[src/rtl/uart_tx_arbiter.sv]
// Round-robin arbiter sharing one UART transmitter among NUM_REQ byte sources,
// with a bounded burst lock and a done-timeout watchdog.
module uart_tx_arbiter #(
  parameter int NUM_REQ      = 4,
  parameter int MAX_BURST    = 4,
  parameter int TIMEOUT_CLKS = 4096
) (
  input  logic                 i_Clk,
  input  logic                 i_Rst_n,
  input  logic [NUM_REQ-1:0]   i_Req,
  input  logic [8*NUM_REQ-1:0] i_Data,
  output logic [NUM_REQ-1:0]   o_Grant,
  output logic                 o_Tx_DV,
  output logic [7:0]           o_Tx_Byte,
  input  logic                 i_Tx_Done,
  output logic                 o_Busy,
  output logic                 o_Timeout,
  output logic [1:0]           o_State
);

  // Handshake: i_Req[n] is a level held until o_Grant[n] pulses; i_Data slice n
  // must be stable while i_Req[n]=1 and may change the cycle after the grant.
  // o_Tx_DV pulses once per byte; i_Tx_Done is only honoured in WAIT_DONE.

  localparam int OW = (NUM_REQ > 1) ? $clog2(NUM_REQ) : 1;
  localparam int TW = $clog2(TIMEOUT_CLKS);
  localparam int BW = $clog2(MAX_BURST + 1);
  localparam logic [TW-1:0] TIMER_LAST = TW'(TIMEOUT_CLKS - 1);
  localparam logic [BW-1:0] BURST_MAX  = BW'(MAX_BURST);
  localparam logic [OW-1:0] OWNER_INIT = OW'(NUM_REQ - 1);

  typedef enum logic [1:0] {
    ARB       = 2'd0,
    SEND      = 2'd1,
    WAIT_DONE = 2'd2
  } state_t;

  state_t          state;
  state_t          state_next;
  logic [OW-1:0]   last_owner;
  logic [BW-1:0]   burst;
  logic [TW-1:0]   timer;

  logic [OW-1:0]   winner;
  logic [OW-1:0]   sel;
  logic            found;
  logic            keep;
  logic            any_req;
  logic            timeout_hit;

  logic            dv_d;
  logic [NUM_REQ-1:0] grant_d;
  logic            busy_d;
  logic            timeout_d;

  assign any_req = |i_Req;
  assign o_State = state;

  // burst==0 means no current owner, so the rotation scan always decides.
  always_comb begin
    winner = last_owner;
    found  = 1'b0;
    for (int k = 1; k <= NUM_REQ; k++) begin
      if (!found && i_Req[(int'(last_owner) + k) % NUM_REQ]) begin
        found  = 1'b1;
        winner = OW'((int'(last_owner) + k) % NUM_REQ);
      end
    end
    keep = (burst != '0) && (burst < BURST_MAX) && i_Req[last_owner];
    sel  = keep ? last_owner : winner;
  end

  assign timeout_hit = (state == WAIT_DONE) && !i_Tx_Done && (timer == TIMER_LAST);

  always_ff @(posedge i_Clk or negedge i_Rst_n) begin
    if (!i_Rst_n) state <= ARB;
    else          state <= state_next;
  end

  always_comb begin
    state_next = state;
    case (state)
      ARB:       if (any_req) state_next = SEND;
      SEND:      state_next = WAIT_DONE;
      WAIT_DONE: if (i_Tx_Done || timeout_hit) state_next = ARB;
      default:   state_next = ARB;
    endcase
  end

  always_comb begin
    dv_d      = (state == ARB) && any_req;
    grant_d   = dv_d ? (NUM_REQ'(1) << sel) : '0;
    busy_d    = (state_next != ARB);
    timeout_d = timeout_hit;
  end

  // The timer also counts the SEND cycle, so the abort lands TIMEOUT_CLKS after DV.
  always_ff @(posedge i_Clk or negedge i_Rst_n) begin
    if (!i_Rst_n) begin
      o_Grant    <= '0;
      o_Tx_DV    <= 1'b0;
      o_Tx_Byte  <= 8'h00;
      o_Busy     <= 1'b0;
      o_Timeout  <= 1'b0;
      last_owner <= OWNER_INIT;
      burst      <= '0;
      timer      <= '0;
    end else begin
      o_Grant   <= grant_d;
      o_Tx_DV   <= dv_d;
      o_Busy    <= busy_d;
      o_Timeout <= timeout_d;
      case (state)
        ARB: begin
          if (any_req) begin
            o_Tx_Byte  <= i_Data[int'(sel)*8 +: 8];
            last_owner <= sel;
            burst      <= keep ? burst + BW'(1) : BW'(1);
            timer      <= '0;
          end else begin
            burst <= '0;
          end
        end
        SEND: timer <= timer + TW'(1);
        WAIT_DONE: begin
          if (!i_Tx_Done && !timeout_hit) timer <= timer + TW'(1);
          if (timeout_hit) burst <= BURST_MAX;
        end
        default: timer <= '0;
      endcase
    end
  end

endmodule

[config.mk]
export PLATFORM = sky130hd
export DESIGN_NAME = uart_tx_arbiter
export DESIGN_NICKNAME = d
export VERILOG_FILES = /design/src/rtl/uart_tx_arbiter.sv
export SDC_FILE = /design/constraint.sdc
export NUM_CORES = 1
export LEC_CHECK = 0
export BUFFER_PORTS_ARGS = -buffer_cell sky130_fd_sc_hd__buf_4
export CELL_PAD_IN_SITES_DETAIL_PLACEMENT = 2
export CELL_PAD_IN_SITES_GLOBAL_PLACEMENT = 2
export CORE_MARGIN = 2
export CORE_UTILIZATION = 35
export CTS_CLUSTER_DIAMETER = 80
export DETAILED_ROUTE_END_ITERATION = 16
export MAX_ROUTING_LAYER = met4
export PLACE_DENSITY_LB_ADDON = 0.1
export SLEW_MARGIN = 10
export SYNTH_ARGS = -nofsm -noshare
export SYNTH_HDL_FRONTEND = slang
export SYNTH_SLANG_ARGS = --single-unit
[constraint.sdc]
create_clock -name i_Clk -period 3.8 [get_ports i_Clk]
set_input_delay 0.38 -clock i_Clk [delete_from_list [all_inputs] [get_ports i_Clk]]
set_output_delay 0.38 -clock i_Clk [all_outputs]
set_load 0.005 [all_outputs]
# After elaboration in Yosys (flattened, before gate mapping)
# Index checks and enable logic that the tools add are counted.
# word_totals
out_inout_bits,17
wordCells,93
mem_count,0
reg_bits,34
ramBits,0
latchBits,0
mem_bits_ro,0
input_bits,39
# op_classes
n_div,0
n_shift,2
n_mul,0
n_reduce_logical,27
bitwise_logic,4
n_eq_ne,6
order_cmp,6
n_addsub,6
n_mux,33
# ops
operator,count
$pmux W12 S3,1
$shiftx A32 B6 Y8,1
$mux W12,2
$lt A3 B4 Y1 const B,4
$mux W2,7
$add A12 B1 Y12 const B,1
$eq A12 B12 Y1 const B,1
$mux W1,12
$bmux W1 S2,5
$logic_and A1 B1 Y1,9
$mux W3,3
$reduce_or A2 Y1,4
$pmux W2 S3,1
$pmux W3 S2,1
$reduce_and A2 Y1,3
$logic_not A1 Y1,5
$add A2 B1 Y2 const B,2
$add A2 B2 Y2 const B,2
$and A1 B1 Y1 const A,4
$mux W4,1
$ne A2 B2 Y1 const B,2
$reduce_bool A2 Y1,2
$reduce_or A4 Y1,1
$shl A1 B2 Y4 const A,1
other kinds (9),9

# Longest topological paths before layout
# Gate-level depths: netlist of the first run.
# depth
depth_word,19
depth_mapped,11
depth_no_buf,8

# Worst setup path before layout of the first run
# No wires, ideal clock.
# synth_timing
kind,flip-flop to flip-flop
start,register last_owner[0]
end,register o_Tx_Byte[0]
required_time_ps,3713
n_path_buf,1
arrival_ps,2178
path_stages_with_launch,8
setup_time_ps,87
slack_ps,1535
synth_period_minus_slack_ps,2265
path_cell_list,dfstp_2 > clkbuf_4 > nor2b_2 > a221o_1 > a211oi_4 > mux2i_4 > a211oi_2 > a211oi_2
# synth_between
elab_chain_len,16
elab_cells_between_ends,34
cone_classes,add/sub: 4; shift: 1; mux: 22; reduce/logical: 7
# synth_lines
item,line_no,source
start: declaration,40,logic [OW-1:0] last_owner;
start signal: assignment,117,last_owner <= sel;
$add A2 B1 Y2,"64, 66",
$bmux W1 S2,64,if (!found && i_Req[(int'(last_owner) + k) % NUM_REQ]) begin
$mux W1 (implied by the code) (2 in series),64,
$mux W1,64,
$logic_not A1 Y1,64,
$logic_and A1 B1 Y1,64,
$mux W1,64,
$logic_not A1 Y1,64,
$logic_and A1 B1 Y1,64,
$mux W1,64,
$logic_not A1 Y1,64,
$logic_and A1 B1 Y1,64,
$mux W2,64,
$mux W2 *,70,sel = keep ? last_owner : winner;
$shiftx A32 B6 Y8 *,116,o_Tx_Byte <= i_Data[int'(sel)*8 +: 8];
end signal: assignment,116,
end: declaration,14,"output logic [7:0] o_Tx_Byte,"
# Mark *: on every way between the ends. The rest lies on a longest branch, timed or not. The select of a mux whose other input is x is not followed.
# A chain may end at the register's enable or synchronous reset.

# Worst setup path in the final report of the first run
# layout_timing
start,register burst[0]
end,register o_Tx_Byte[1]
# layout_between
elab_chain_len,5
elab_cells_between_ends,6
cone_classes,order compare: 1; shift: 1; mux: 1; reduce/logical: 3
# layout_lines
item,line_no,source
start: declaration,41,logic [BW-1:0] burst;
start signal: assignment,118,burst <= keep ? burst + BW'(1) : BW'(1);
$lt A3 B3 Y1 / $reduce_bool A3 Y1 (equally long branches),69,keep = (burst != '0) && (burst < BURST_MAX) && i_Req[last_owner];
$logic_and A1 B1 Y1 * (2 in series),69,
$mux W2 *,70,
$shiftx A32 B6 Y8 *,116,
# Mark *: on every way between the ends. The rest lies on a longest branch, timed or not.

==> impl_metrics.py, run 1 <==
metrics = {
    "status": {
        "status": "completed",
    },
    "routing": {
        "ant_nets": 0,
        "wl_per_cell_um": 17.71,
        "wl_um": 6377,
        "drt_iter0_markers": 81,
        "firstDrtPassIters": 4,
        "vias": 1944,
        "via_per_inst": 5.400,
        "drc_errors": 0,
    },
    "global_routing": {
        "grt_pass1_wl_um": 11140,
        "first_global_vias": 2166,
        "gr-total-overflow": 0,
        "grt_use_total_pct": 20.06,
        "antenna_found_initial": 0,
        "grt_max_degree": 35,
    },
    "clock_network": {
        "clock_path_buffers": 2,
        "cts_tree": "built",
        "ctsHtreeMaxLevel": 2,
        "post-cts-setup-buffers": 0,
        "path_clk_slew_ns": 0.07,
        "cts_root_buf": "clkbuf_8",
        "insertion_delay_ns": 0.29,
        "cts_made_buffers": 5,
        "cts_hold_buf": 0,
        "clkSinkCount": 34,
        "cts_resized": 0,
    },
    "setup_path": {
        "cp_num_buf_inv": 1,
        "slowest_stage": "a21o_1",
        "crit_family": "compound AO/OA/AOI/OAI gates",
        "max_stage_delay_ns": 0.69,
        "crit_path_end_kind": "register",
        "rrSetupSlack_ns": 0.88,
        "r2r-start": "burst[0]",
        "reg2reg_depth": 8,
        "path_max_fanout": 17,
        "r2r_end": "o_Tx_Byte[1]",
        "critPathKind": "register to register",
        "cp.arrival_ns": 3.08,
        "cp_cell_sequence": "inv_1 -> ha_1 -> or3_1 -> o22ai_4 -> o21a_1 -> a21o_1 -> mux2i_1 -> a211oi_2",
        "start_kind": "register",
        "cp.required_ns": 3.96,
    },
    "min_path": {
        "hold_class": "input port to asynchronous set/reset pin",
    },
    "sta": {
        "max_freq_ghz": 0.3423,
        "slew_viol_final": 0,
        "hold_viol": 0,
        "fin_crit_sh_pct": 76.87,
        "finClkSkew_ns": 0.009520,
        "setup_violations": 0,
        "worst_slew_pin_slew_ns": 0.8607,
        "period_minus_slack_ns": 2.921,
        "grt_setup_unrepaired": "false",
        "setup_tns_ns": 0,
        "maxSlewHeadroom_pct": 42.62,
    },
    "placement": {
        "place_hpwl_um": 4767,
        "place_area_um2": 2675,
        "place_congestion": 0.7700,
        "portBuffers": 55,
    },
    "logic_synthesis": {
        "syn_nets": 273,
        "ys_seq_elements": 34,
        "synth_largest_area_cell": "dfrtp_1",
        "ys_types": 51,
        "synthArstFlopShare_pct": 100.0,
        "synth_edf_count": 0,
        "yosys-top-cells-area": "dfrtp_1, a211oi_2, mux2i_1, ha_1, o21ai_0",
        "netlist_top_cells_count": "dfrtp_1, inv_1, nor2_1, a211oi_2, o21ai_0",
        "avgSynthCellArea_um2": 9.778,
        "ys_warn_count": 0,
        "yosys_most_used_dff": "dfrtp_1",
        "yosysMostFrequentCell": "dfrtp_1",
        "syn-cell-area_um2": 2220,
        "syn_inst": 227,
        "seq_area_frac_synth_pct": 38.44,
        "synth_top_area_share_pct": 36.08,
    },
    "floorplan": {
        "row_count": 29,
        "pin_count": 56,
        "die_area_um2": 6995,
        "initial_utilization_pct": 35.57,
        "core_area_um2": 6241,
        "fp.dieW_um": 83.64,
        "die_h_um": 83.64,
    },
    "pwr": {
        "p_sw_share_pct": 42.31,
        "ir_drop_v": 0.0003698,
        "powerDensity_nw_per_um2": 809.2,
        "p_leak_nw": 1.235,
        "combPwrFrac_pct": 55.6,
        "seqPwrFrac_pct": 26.1,
        "p_clk_share_pct": 18.3,
        "netSwitchingPower_mw": 0.9646,
        "internal_power_mw": 1.315,
        "total_power_mw": 2.280,
    },
    "finish": {
        "nets": 328,
        "syn_to_final_growth_pct": 26.94,
        "diodes": 0,
        "stdcell_area_um2": 2818,
        "nFillCells": 703,
        "drive_above_1_share_pct": 34.28,
        "fin_util_pct": 45.15,
    },
    "flow_run": {
        "maxCapViolations": 0,
    },
}
[cells in the final DEF, fill, tap and decap left out, drive strengths merged, types with 2 or more instances in the layout]
| cell | n |
|---|---|
| a211oi | 26 |
| a21oi | 10 |
| and2 | 6 |
| buf | 57 |
| bufinv | 2 |
| clkbuf | 6 |
| dfrtp | 32 |
| dfstp | 2 |
| ha | 7 |
| inv | 20 |
| mux2i | 11 |
| nand2 | 13 |
| nand2b | 4 |
| nand3 | 3 |
| nand4 | 3 |
| nor2 | 20 |
| nor2b | 2 |
| nor3 | 3 |
| nor4 | 2 |
| o21a | 2 |
| o21ai | 17 |
| o22ai | 2 |
| o31ai | 8 |
| or2 | 4 |
| or3 | 5 |
| or3b | 2 |
| xnor2 | 2 |
[layout make-up]
class	count	area (µm²)	area share, %
sequential	34	853.3	30.28
multi-input combinational	164	1222	43.38
clock inverter	2	60.06	2.131
tap	77	96.34	3.419
inverter	20	75.07	2.664
clock buffer	6	82.58	2.931
timing repair buffer	57	427.9	15.19
[per-layer routing]
layer	GRT usage [%]	part of all wire, %	vias to the layer above
met3	3.759	4.5	5
met4	3.079	0.60	0
met5	-	0	-
li1	-	-	928
met1	27.06	46	964
met2	32.36	49	47
[cells by family (layout without fill, tap and decap cells)]
group | after synthesis | in the layout | share of synthesized area (%)
AOI/OAI and AO/OA | 73 | 73 | 27.85
buffers and inverters | 29 | 85 | 6.483
DFF | 34 | 34 | 38.44
and+or+nand+nor | 71 | 71 | 16.97
xor gates and xnor gates | 2 | 2 | 0.7893
muxes | 11 | 11 | 5.524
adders and majority gates | 7 | 7 | 3.946
[worst max-delay path by stage]
stage | startpoint | to | cells after the start
after floorplan | last_owner[0] | o_Tx_Byte[0] | 7
after global placement | burst[0] | o_Tx_Byte[5] | 9
after detailed placement | burst[0] | o_Tx_Byte[0] | 8
after CTS | burst[0] | o_Tx_Byte[0] | 8
after global routing | burst[0] | o_Tx_Byte[1] | 8
final | burst[0] | o_Tx_Byte[1] | 8
[power groups by stage]
stage	combinational, mW	sequential [mW]	clock [mW]
floorplan	0.980	0.563	0
global placement	1.24	0.597	0
detailed placement	1.29	0.601	0
CTS	1.30	0.595	0.429
global route	1.42	0.614	0.441
finish	1.27	0.594	0.418
[metrics by stage]
step	cells	setup slack [ns]	hold slack, ns
3_3_place_gp	352	0.9629	0.3710
2_1_floorplan	227	1.535	0.08441
5_1_grt	360	0.6286	0.06544
3_5_place_dp	352	0.8689	0.3694
6_report	360	0.8788	0.03915
4_1_cts	360	0.8479	0.05510
[state kept, by name (all words and copies together) (netlist names)]
name,flops
last_owner,2
o_Timeout,1
o_State,2
o_Tx_Byte,8
o_Grant,4
burst,3
timer,12
o_Tx_DV,1
o_Busy,1
(Power assumes the default switching activity.)
==> inputs of run 2 (changes only) <==
--- a/config.mk
+++ b/config.mk
@@ -9,7 +9,7 @@
 export CELL_PAD_IN_SITES_DETAIL_PLACEMENT = 2
 export CELL_PAD_IN_SITES_GLOBAL_PLACEMENT = 2
 export CORE_MARGIN = 2
-export CORE_UTILIZATION = 35
+export CORE_UTILIZATION = 32
 export CTS_CLUSTER_DIAMETER = 80
 export DETAILED_ROUTE_END_ITERATION = 16
 export MAX_ROUTING_LAYER = met4
==> constraint.sdc (replaced) <==
create_clock -name i_Clk -period 2.7 [get_ports i_Clk]
set_input_delay 0.27 -clock i_Clk [delete_from_list [all_inputs] [get_ports i_Clk]]
set_output_delay 0.27 -clock i_Clk [all_outputs]
set_load 0.005 [all_outputs]
==> run 2 against run 1 <==
Effect of this change: critical path depth shrank 2; via count grew 0.82%; core utilization shrank 3.5 points; first-iteration DRC count shrank 36%; sequential share of layout area grew 0.067 points; final cell count grew 1.7%; sequential cell count is the same; sequential power grew 40%; largest power group unchanged.
==> impl_metrics.py, run 2 (same netlist as run 1, synthesis figures left out) <==
metrics = {
    "setup_path": {
        "cp_cell_sequence": "nor2b_2 -> a221o_1 -> a211oi_4 -> mux2i_4 -> a211oi_2 -> a211oi_2",
        "path_max_fanout": 13,
        "max_stage_delay_ns": 0.70,
        "crit_path_end_kind": "register",
        "slowest_stage": "dfstp_2",
        "start_kind": "register",
        "cp.required_ns": 2.91,
        "cp.arrival_ns": 2.70,
        "reg2reg_depth": 6,
        "worst_path_most_repeated_cell": "a211oi_2",
        "critPathKind": "register to register",
    },
    "clock_network": {
        "clkSinkCount": 34,
        "path_clk_slew_ns": 0.08,
        "post-cts-setup-buffers": 0,
        "insertion_delay_ns": 0.29,
        "clock_path_buffers": 2,
        "ctsHtreeMaxLevel": 2,
        "cts_made_buffers": 5,
        "cts_root_buf": "clkbuf_8",
        "cts_tree": "built",
    },
    "routing": {
        "drt_iter0_markers": 52,
        "wl_um": 6605,
        "drc_errors": 0,
        "vias": 1960,
        "ant_nets": 0,
        "via_per_inst": 5.355,
        "firstDrtPassIters": 4,
        "wl_per_cell_um": 18.05,
    },
    "min_path": {
        "hold-path-cell-count": 3,
        "hold_class": "input port to register",
    },
    "sta": {
        "worst_slew_pin_slew_ns": 0.6188,
        "finClkSkew_ns": 0.008683,
        "max_freq_ghz": 0.4007,
        "grt_setup_unrepaired": "false",
        "fin_crit_sh_pct": 92.44,
        "maxSlewHeadroom_pct": 58.23,
        "slew_viol_final": 0,
        "hold_viol": 0,
        "setup_violations": 0,
        "setup_tns_ns": 0,
        "period_minus_slack_ns": 2.496,
    },
    "floorplan": {
        "row_count": 30,
        "fp.dieW_um": 87.29,
        "core_area_um2": 6756,
        "initial_utilization_pct": 32.85,
        "pin_count": 56,
        "die_h_um": 87.29,
        "die_area_um2": 7619,
    },
    "pwr": {
        "powerDensity_nw_per_um2": 1112,
        "ir_drop_v": 0.0004968,
        "p_leak_nw": 1.229,
    },
    "finish": {
        "drive_above_1_share_pct": 34.62,
        "diodes": 0,
        "mostFrequentLayoutCell": "buf_4",
        "syn_to_final_growth_pct": 26.66,
        "largest_register_ffs": 12,
        "regMostFlops": "timer",
        "stdcell_area_um2": 2811,
        "final_cell_mix": "buf_4, dfrtp_1, inv_1, nor2_1",
        "top_regs": "timer x12, o_Tx_Byte x8, o_Grant x4",
        "nets": 331,
    },
    "placement": {
        "place_area_um2": 2706,
        "place_congestion": 0.7744,
        "place_hpwl_um": 4869,
        "portBuffers": 55,
    },
    "global_routing": {
        "gr-total-overflow": 0,
        "grt_max_degree": 35,
        "antenna_found_initial": 0,
        "grt_pass1_wl_um": 10750,
        "grt_use_total_pct": 18.52,
        "first_global_vias": 2174,
    },
    "status": {
        "status": "completed",
    },
    "flow_run": {
        "maxCapViolations": 0,
    },
}
[run 2: worst max-delay path, delay by kind of cell, from the launching register on]
kind | cells | cell delay (ns)
AOI/OAI and AO/OA | 4 | 1.04
DFF | 1 | 0.70
muxes | 1 | 0.58
and+or+nand+nor | 1 | 0.09
[run 2: final timing paths]
check                         startpoint             to  slack, ns
setup / recovery           last_owner[0]   o_Tx_Byte[4]       0.20
min in group asynchronous        i_Rst_n   o_Tx_Byte[6]       0.47
hold reg to reg                timer[10]      timer[10]       0.50
hold / removal                i_Data[23]   o_Tx_Byte[7]       0.29
max in group asynchronous        i_Rst_n  last_owner[0]       1.85
setup reg to reg           last_owner[0]   o_Tx_Byte[4]       0.20
[run 2: cell type report]
class | count | area [µm²]
clock buffers | 6 | 82.58
clock inverters | 2 | 12.51
fillers | 775 | 3945
inverters | 20 | 75.07
multi-input cells | 164 | 1222
flip-flops and latches | 34 | 853.3
well taps | 80 | 100.1
repair buffers | 60 | 465.4
[run 2: through the flow]
| stage | cells | util, % | hold slack (ns) | total power [mW] | setup WS, ns |
|---|---|---|---|---|---|
| 4_1_cts | 366 | 41.61 | 0.2881 | 3.183 | 0.1896 |
| 5_1_grt | 366 | 41.61 | 0.2994 | 3.378 | 0.09977 |
| 3_5_place_dp | 357 | 40.06 | 0.2626 | 2.744 | 0.2021 |
| 3_3_place_gp | 357 | 40.06 | 0.2638 | 2.668 | 0.3037 |
| 2_1_floorplan | 227 | - | -0.02559 | 2.173 | 0.4348 |
| 6_report | 366 | 41.61 | 0.2912 | 3.125 | 0.2042 |
[run 2: report_power, final]
group,switching (mW),internal [mW],total (mW)
Clock,0.217,0.206,0.422
Combinational,1.05,0.817,1.87
Sequential,0.146,0.689,0.834
Total,1.41,1.71,3.13
[run 2: per-layer routing]
| layer | track usage, % | vias up | share of wire (%) |
|---|---|---|---|
| met1 | 22.20 | 978 | 45 |
| met2 | 32.37 | 46 | 50 |
| li1 | - | 931 | - |
| met4 | 4.196 | 0 | 0.86 |
| met3 | 3.223 | 5 | 4.4 |
| met5 | - | - | 0 |
[run 2: repair_timing]
item,CTS,global route
endpoints found under the hold margin,32,0
endpoints found under the setup margin,0,0
hold buffers,1,0
resized for setup,0,0
==> inputs of run 3 (changes only) <==
--- a/config.mk
+++ b/config.mk
@@ -8,6 +8,7 @@
 export BUFFER_PORTS_ARGS = -buffer_cell sky130_fd_sc_hd__buf_4
 export CELL_PAD_IN_SITES_DETAIL_PLACEMENT = 2
 export CELL_PAD_IN_SITES_GLOBAL_PLACEMENT = 2
+export CORE_ASPECT_RATIO = 1.5
 export CORE_MARGIN = 2
 export CORE_UTILIZATION = 32
 export CTS_CLUSTER_DIAMETER = 80
==> run 3 against run 2 <==
Effect of this change: final cell count decreased by 1.1%; register-to-register slack better by 0.07 ns; via count fell by 0.15%; clock-buffer cell count is the same; final area decreased by 0.53%; total power fell by 2.0%.
==> impl_metrics.py, run 3 (same netlist as run 1, synthesis figures left out) <==
metrics = {
    "finish": {
        "final_cell_mix": "buf_4, dfrtp_1, inv_1, nor2_1",
        "top_regs": "timer x12, o_Tx_Byte x8, o_Grant x4",
        "multi_input_area_um2": 1222,
        "finalNonFillerCells": 362,
        "diodes": 0,
        "ff_latch_area_um2": 853.3,
        "nets": 331,
        "fin_util_pct": 41.09,
        "syn_to_final_growth_pct": 25.99,
        "nFillCells": 751,
        "regMostFlops": "timer",
        "largest_register_ffs": 12,
        "mostFrequentLayoutCell": "buf_4",
        "drive_above_1_share_pct": 34.15,
    },
    "setup_path": {
        "r2r_end": "o_Tx_Byte[7]",
        "reg2reg_depth": 6,
        "start_kind": "register",
        "rrSetupSlack_ns": 0.28,
        "cp.arrival_ns": 2.63,
        "critPathKind": "register to register",
        "cp.required_ns": 2.90,
        "crit_path_end_kind": "register",
        "path_max_fanout": 13,
        "r2r-start": "last_owner[0]",
    },
    "routing": {
        "wl_um": 6459,
        "drc_errors": 0,
        "via_per_inst": 5.406,
        "wl_per_cell_um": 17.84,
        "firstDrtPassIters": 4,
        "vias": 1957,
        "ant_nets": 0,
        "drt_iter0_markers": 27,
    },
    "flow_run": {
        "maxCapViolations": 0,
    },
    "sta": {
        "slew_viol_final": 0,
        "setup_violations": 0,
        "fin_crit_sh_pct": 89.78,
        "worst_slew_pin_slew_ns": 0.7216,
        "finClkSkew_ns": 0.005253,
        "max_freq_ghz": 0.4125,
        "hold_viol": 0,
        "maxSlewHeadroom_pct": 51.28,
        "setup_tns_ns": 0,
        "final.setup.worst_slack_ns": 0.2760,
        "grt_setup_unrepaired": "false",
        "period_minus_slack_ns": 2.424,
    },
    "global_routing": {
        "antenna_found_initial": 0,
        "grt_pass1_wl_um": 10740,
        "gr-total-overflow": 0,
        "first_global_vias": 2166,
        "grt_max_degree": 35,
        "grt_use_total_pct": 18.57,
    },
    "placement": {
        "portBuffers": 55,
        "dpl.cell_count": 355,
        "pre_cts_ws_ns": 0.2573,
        "place_congestion": 0.7770,
        "place_hpwl_um": 5003,
    },
    "status": {
        "status": "completed",
    },
    "pwr": {
        "ir_drop_v": 0.0004892,
        "total_power_mw": 3.062,
        "p_leak_nw": 1.225,
        "powerDensity_nw_per_um2": 1095,
    },
    "clock_network": {
        "clock_path_buffers": 2,
        "clkSinkCount": 34,
        "cts_resized": 0,
        "cts_made_buffers": 5,
        "cts_tree": "built",
        "cts_hold_buf": 1,
        "path_clk_slew_ns": 0.07,
        "post-cts-setup-buffers": 0,
        "cts_root_buf": "clkbuf_8",
        "ctsHtreeMaxLevel": 2,
        "insertion_delay_ns": 0.29,
    },
    "min_path": {
        "hold-path-cell-count": 3,
        "min_to": "o_Tx_Byte[1]",
        "worstHoldStart": "i_Data[17]",
        "hold_class": "input port to register",
    },
    "floorplan": {
        "core_area_um2": 6805,
        "die_area_um2": 7632,
        "pin_count": 56,
        "row_count": 37,
        "initial_utilization_pct": 32.62,
        "die_h_um": 106,
        "fp.dieW_um": 72,
    },
}
==> run 3: cell count changes in the layout (fill, tap and decap cells not counted) <==
cell	before	now
clkinv_2	1	0
clkinvlp_4	1	0
==> run 3: cell type report <==
type                       instances  area share, %
clock buffer                       6          2.953
inverter                          20          2.685
multi-input combinational        164          43.71
sequential                        34          30.51
tap                               78          3.490
timing repair buffer              60          16.64
==> run 3: stage by stage <==
stage | cell area, µm² | hold WS, ns
after floorplan | 2220 | -0.02559
after global placement | 2704 | 0.2617
after detailed placement | 2704 | 0.2632
after CTS | 2796 | 0.2922
after global routing | 2796 | 0.2931
final | 2796 | 0.2924
==> run 3: critical path, cell delays in order (launching register included) <==
cell and delay (ns):
dfstp_2 0.69, nor2b_2 0.09, a221o_1 0.40, a211oi_4 0.36, mux2i_4 0.54, a211oi_2 0.10, a211oi_2 0.16
==> run 3: worst max-delay path by stage <==
stage | start | endpoint | slack [ns]
final | last_owner[0] | o_Tx_Byte[7] | 0.28
after global routing | last_owner[0] | o_Tx_Byte[7] | 0.16
after CTS | last_owner[0] | o_Tx_Byte[6] | 0.24
after detailed placement | last_owner[0] | o_Tx_Byte[6] | 0.26
after global placement | last_owner[0] | o_Tx_Byte[6] | 0.32
after floorplan | last_owner[0] | o_Tx_Byte[0] | 0.43
==> run 3: power breakdown <==
group | switching (mW) | total (mW) | internal (mW)
clock | 0.190 | 0.387 | 0.197
combinational | 1.03 | 1.84 | 0.816
sequential | 0.144 | 0.833 | 0.689
total | 1.36 | 3.06 | 1.70
==> run 3: per-layer routing <==
layer,global-route usage (%),vias to the layer above,wire (µm),part of all wire [%]
met1,18.95,977,2424,38
met2,35.32,41,3719,58
met4,5.256,0,82,1.3
li1,-,932,-,-
met5,-,-,0,0
met3,3.318,7,233,3.6
